===== src/rtl/uart_pkg.sv =====
`default_nettype none
// ============================================================================
// Module   : uart_pkg
// Purpose  : Shared UART transmitter state encoding and default sizing.
// Revision : 1.0 - initial release
// ============================================================================
package uart_pkg;

  typedef enum logic [2:0] {
    IDLE  = 3'd0,
    FETCH = 3'd1,
    START = 3'd2,
    DATA  = 3'd3,
    STOP  = 3'd4
  } uart_state_t;

  localparam int c_clks_per_bit = 868;
  localparam int c_data_width   = 8;

endpackage
`default_nettype wire


===== src/rtl/uart_baud_cnt.sv =====
`default_nettype none
// ============================================================================
// Module   : uart_baud_cnt
// Purpose  : Bit-period counter; bit_end marks the last clk of each bit.
// Revision : 1.0 - initial release
// ============================================================================
module uart_baud_cnt
  import uart_pkg::*;
#(
  parameter int CLKS_PER_BIT = c_clks_per_bit
) (
  input  logic clk,
  input  logic rst,
  input  logic clr,
  output logic bit_end
);

  localparam int c_cnt_w = $clog2(CLKS_PER_BIT);

  logic [c_cnt_w-1:0] r_cnt;

  always_ff @(posedge clk or posedge rst) begin
    if (rst) begin
      r_cnt <= '0;
    end else if (clr || bit_end) begin
      r_cnt <= '0;
    end else begin
      r_cnt <= r_cnt + c_cnt_w'(1);
    end
  end

  assign bit_end = (r_cnt == c_cnt_w'(CLKS_PER_BIT - 1));

endmodule
`default_nettype wire


===== src/rtl/fifo_uart_tx.sv =====
`default_nettype none
// ============================================================================
// Module   : fifo_uart_tx
// Purpose  : Pulls words from an upstream FIFO and sends them as 8N1 frames.
// Revision : 1.0 - initial release
// ============================================================================
module fifo_uart_tx
  import uart_pkg::*;
#(
  parameter int CLKS_PER_BIT = c_clks_per_bit,
  parameter int DATA_WIDTH   = c_data_width
) (
  input  logic                  clk,
  input  logic                  rst,
  input  logic                  tx_en,
  input  logic                  fifo_empty,
  input  logic [DATA_WIDTH-1:0] fifo_data,
  output logic                  fifo_rd,
  output logic                  tx,
  output logic                  busy,
  output logic                  frame_done
);

  localparam int c_bit_w = (DATA_WIDTH > 1) ? $clog2(DATA_WIDTH) : 1;

  uart_state_t           r_state, w_state_next;
  logic [DATA_WIDTH-1:0] r_shreg, w_shreg_next;
  logic [c_bit_w-1:0]    r_bit_cnt, w_bit_cnt_next;
  logic                  r_tx, w_tx_next;
  logic                  w_bit_end;
  logic                  w_clr;

  uart_baud_cnt #(
    .CLKS_PER_BIT(CLKS_PER_BIT)
  ) u_baud_cnt (
    .clk    (clk),
    .rst    (rst),
    .clr    (w_clr),
    .bit_end(w_bit_end)
  );

  always_ff @(posedge clk or posedge rst) begin
    if (rst) begin
      r_state <= IDLE;
    end else begin
      r_state <= w_state_next;
    end
  end

  always_ff @(posedge clk or posedge rst) begin
    if (rst) begin
      r_shreg   <= '0;
      r_bit_cnt <= '0;
      r_tx      <= 1'b1;
    end else begin
      r_shreg   <= w_shreg_next;
      r_bit_cnt <= w_bit_cnt_next;
      r_tx      <= w_tx_next;
    end
  end

  always_comb begin
    w_state_next   = r_state;
    w_shreg_next   = r_shreg;
    w_bit_cnt_next = r_bit_cnt;
    fifo_rd        = 1'b0;
    w_tx_next      = 1'b1;

    case (r_state)
      IDLE: begin
        // Gate on rst so no read can leak out while the async reset holds IDLE.
        if (tx_en && !fifo_empty && !rst) begin
          fifo_rd      = 1'b1;
          w_state_next = FETCH;
        end
      end
      FETCH: begin
        w_shreg_next   = fifo_data;
        w_bit_cnt_next = '0;
        w_state_next   = START;
      end
      START: begin
        if (w_bit_end) begin
          w_state_next = DATA;
        end
      end
      DATA: begin
        if (w_bit_end) begin
          w_shreg_next   = r_shreg >> 1;
          w_bit_cnt_next = r_bit_cnt + c_bit_w'(1);
          if (r_bit_cnt == c_bit_w'(DATA_WIDTH - 1)) begin
            w_state_next = STOP;
          end
        end
      end
      STOP: begin
        if (w_bit_end) begin
          w_state_next = IDLE;
        end
      end
      default: begin
        w_state_next = IDLE;
      end
    endcase

    // The line level is registered from the upcoming state so tx lines up
    // with the state it belongs to without a combinational output path.
    case (w_state_next)
      START:   w_tx_next = 1'b0;
      DATA:    w_tx_next = w_shreg_next[0];
      default: w_tx_next = 1'b1;
    endcase
  end

  assign w_clr      = (w_state_next != r_state);
  assign tx         = r_tx;
  assign busy       = (r_state != IDLE);
  assign frame_done = (r_state == STOP) && w_bit_end;

endmodule
`default_nettype wire


===== config.mk =====
export PLATFORM = sky130hd
export DESIGN_NAME = fifo_uart_tx
export DESIGN_NICKNAME = d
export VERILOG_FILES = /design/src/rtl/uart_pkg.sv /design/src/rtl/uart_baud_cnt.sv /design/src/rtl/fifo_uart_tx.sv
export SDC_FILE = /design/constraint.sdc
export NUM_CORES = 1
export LEC_CHECK = 0
export CORE_MARGIN = 3
export CORE_UTILIZATION = 40
export DETAILED_ROUTE_END_ITERATION = 8
export GPL_ROUTABILITY_DRIVEN = 0
export PLACE_DENSITY_LB_ADDON = 0.3
export SYNTH_ARGS = -nofsm -noshare
export SYNTH_HDL_FRONTEND = slang
export SYNTH_SLANG_ARGS = --single-unit

===== constraint.sdc =====
create_clock -name clk -period 2.61 [get_ports clk]
set_input_delay 0.6525 -clock clk [delete_from_list [all_inputs] [get_ports clk]]
set_output_delay 0.6525 -clock clk [all_outputs]
set_load 0.01 [all_outputs]

==> impl_summary.log <==
INFO  metric number_of_enable_type_register_cells_in_the_synthesized_netlist = 0
INFO  metric worst_setup_path_end_kind = output pin
INFO  metric first_global_vias = between 1000 and 1500
INFO  metric fp.coreArea = 2880 um^2
INFO  metric largest_net_degree_at_the_start_of_global_routing = 26
INFO  metric reg2regPathDepth = 7
INFO  metric dominantRegCellSynth = dfrtp_1
INFO  metric outcome = finished, final reports clean
INFO  metric dr.pass1.iters = 4
INFO  metric final.min_clock_period = 2450 ps
INFO  metric syn_inst = 130
INFO  metric busiest_layer = met2
INFO  metric timing.critical_path.required = 1960 ps
INFO  metric hold_path.class = reg -> reg
INFO  metric synthesis.yosys.warnings = 0
INFO  metric floorplan.die.width = 62.3 um
INFO  metric nets_in_the_synthesized_netlist = 145
INFO  metric finClkSkew = 10.2 ps
INFO  metric worst_hold_path.num_cells = 1
INFO  metric final_core_utilization = 52.9%
INFO  metric finalNetCount = between 150 and 200
INFO  metric synth_async_sr_flop_share = 100%
INFO  metric grt_util_met1 = 17.5%
INFO  metric detail_route.drc_violations = 0
INFO  metric fillers = 285
INFO  metric critical_path.startpoint_type = flop
INFO  metric synth_seq_cells = 25
INFO  metric cp_max_fo = 7
INFO  metric tritoncts = yes
INFO  metric synth_common_cells = dfrtp_1 (24), nor2_1 (19), a21oi_1 (10), nand2_1 (10), o22ai_1 (9)
INFO  metric avgViaCountPerCell = 5.18
INFO  metric final_min_period_over_clock_period = between 90% and 100%
INFO  metric numCtsBuffers = 3
INFO  metric grt_overflow = 0
INFO  metric clock-root-buffer = clkbuf_4
INFO  metric top_cell_type_s_share_of_synthesized_area = 47.4%
INFO  metric htree_levels = 1
INFO  metric design.die.area = approximately 3900 um^2
INFO  metric synthDominantAreaCellType = dfrtp_1
INFO  metric cts_num_sinks = 25
INFO  metric rows = 19
INFO  metric grt_setup_unrepaired = no
INFO  metric synth_sequential_area_ratio = 49.5%
INFO  metric synthToLayoutAreaGrowth = 20.3%
INFO  metric drive_above_1_share = 14.5%
INFO  metric setup_violations = 0
INFO  metric clk_latency = 320 ps
INFO  metric route.antenna.remaining_nets = 0
INFO  metric routed-via-count = about 1000
INFO  metric wl = 2.47 mm
INFO  metric gr-usage-met2 = 23.8%
INFO  metric track_usage = between 10 and 15%
INFO  metric layout.cell_area.non_filler = 1520 um^2
INFO  metric cts_hold_repair.buffers = 0
INFO  metric worst_supply_voltage_drop_on_vdd = ~0.24 mV
INFO  metric critical_path_class = reg -> out
INFO  metric static-leakage-power = 0.650 nW
INFO  metric port_buffers = 15
INFO  metric met3_track_usage_gr = 3.42%
INFO  metric relative_slew_slack = 48.7%
INFO  metric die_height = around 62 um
INFO  metric boundaryPins = 16
INFO  metric antenna_found_initial = 0
INFO  metric postSynthAreaPerCell = a little under 10 um^2
INFO  metric synthTopCellsByArea = dfrtp_1 (47%), nor2_1 (5.6%), o22ai_1 (4.4%)
INFO  metric effective_utilization_at_floorplan = between 40 and 50%
INFO  metric fmax = 0.408 GHz
INFO  metric synth.cell_area = 1270 um^2
INFO  metric cap_viol_max_count = 0
INFO  metric place.detailed.hpwl = 1.80 mm
INFO  metric drt_first_iter_violations = 52
INFO  metric insertedDiodeCount = 0
INFO  metric tightestPinTransition = 768 ps
INFO  metric hold_violations = 0
INFO  metric wire_per_inst = 12.7 um
INFO  metric cts.reportedPaths.clkPinSlew = 150 ps
INFO  metric powerDensity = between 700 and 800 nW/um^2
INFO  metric grt_first_pass_wirelength = 4.46 mm
INFO  metric most_common_cell_in_the_synthesized_netlist = dfrtp_1
INFO  metric timing_max_transition_violations_final = 0
INFO  metric critical_path_arrival = 1800 ps
INFO  metric synth.lib_cells_used.distinct = 35
INFO  metric placed_cell_area = 1480 um^2
INFO  metric clockBufferDepth = 2
## area by class of cell
cell class / count / area (um^2) / share of cell area [%]
Clock buffer: 3 / 22.5 / 1.48
Clock inverter: 1 / 5.00 / 0.329
Inverter: 5 / 18.8 / 1.23
Multi-Input combinational cell: 94 / 586 / 38.5
Sequential cell: 25 / 627 / 41.2
Tap cell: 42 / 52.6 / 3.45
Timing Repair Buffer: 24 / 211 / 13.9
## layout by cell type, fill, tap and decap left out, types with 2 or more instances in the layout
cell	netlist	layout
a21oi_1	10	10
or3_1	3	3
nor2_1	19	19
o21ai_0	5	5
nand3_1	5	5
a22o_1	5	5
xnor2_1	5	5
ha_1	3	3
nor3_1	2	2
xor2_1	2	2
buf_4	0	9
inv_1	5	5
o22ai_1	9	9
clkbuf_4	0	3
dfrtp_1	24	24
clkdlybuf4s50_1	0	13
nand2_1	10	10
## layer usage
layer / up-vias / share of wire, %
met5: - / 0
met4: 0 / 0.65
met3: 2 / 3.0
met2: 14 / 47
met1: 484 / 49
li1: 504 / -
## flip-flops by register name, indices dropped and copies added, names as in the netlist
signal,cells
u_baud_cnt.r_cnt,10
r_shreg,8
r_bit_cnt,3
r_state,3
tx,1
## through the flow
step           cells  power [mW]  TNS, ps  setup WS (ps)  hold WS [ps]
2_1_floorplan    130       0.796        0            450           455
3_3_place_gp     187       0.878        0           8.41           482
3_5_place_dp     187       0.890    -44.5          -44.5           492
4_1_cts          192        1.07        0           22.9           509
5_1_grt          194        1.16        0           51.9           536
6_report         194        1.07        0            161           503
## kinds of logic after synthesis
| family | synth area share, % |
|---|---|
| adders and majority gates | 2.96 |
| xor gates and xnor gates | 4.84 |
| DFF | 49.5 |
| buffers and inverters | 4.25 |
| AOI/OAI and AO/OA | 17.6 |
| and+or+nand+nor | 20.9 |
## critical path: stages, from the launching register on
cell	delay (ps)
dfrtp_1	470
or3_1	430
nor4b_2	260
dlygate4sd2_1	310
## where the power goes
group	total [mW]	switching (mW)	leakage [nW]	internal [mW]
clock network	0.177	0.119	0.0177	0.0573
logic	0.337	0.171	0.325	0.166
registers	0.557	0.0720	0.308	0.485
## path summary, 6_finish.rpt
kind | slack, ps | from | endpoint
max | 160 | r_state[2]$_DFF_PP0_ | fifo_rd
min | 500 | u_baud_cnt.r_cnt[0]$_DFF_PP0_ | u_baud_cnt.r_cnt[0]$_DFF_PP0_
max reg2reg | 550 | u_baud_cnt.r_cnt[0]$_DFF_PP0_ | tx$_DFF_PP1_
min reg2reg | 500 | u_baud_cnt.r_cnt[0]$_DFF_PP0_ | u_baud_cnt.r_cnt[0]$_DFF_PP0_
max in group asynchronous | 1590 | rst | tx$_DFF_PP1_
min in group asynchronous | 720 | rst | r_state[2]$_DFF_PP0_
## timing repair
item / CTS / global route
endpoints found under the setup margin: 2 / 1
pin swaps: 0 / 0
buffers inserted: 1 / 2
gates resized for setup: 2 / 2
Power figures use the tool's default switching activity.
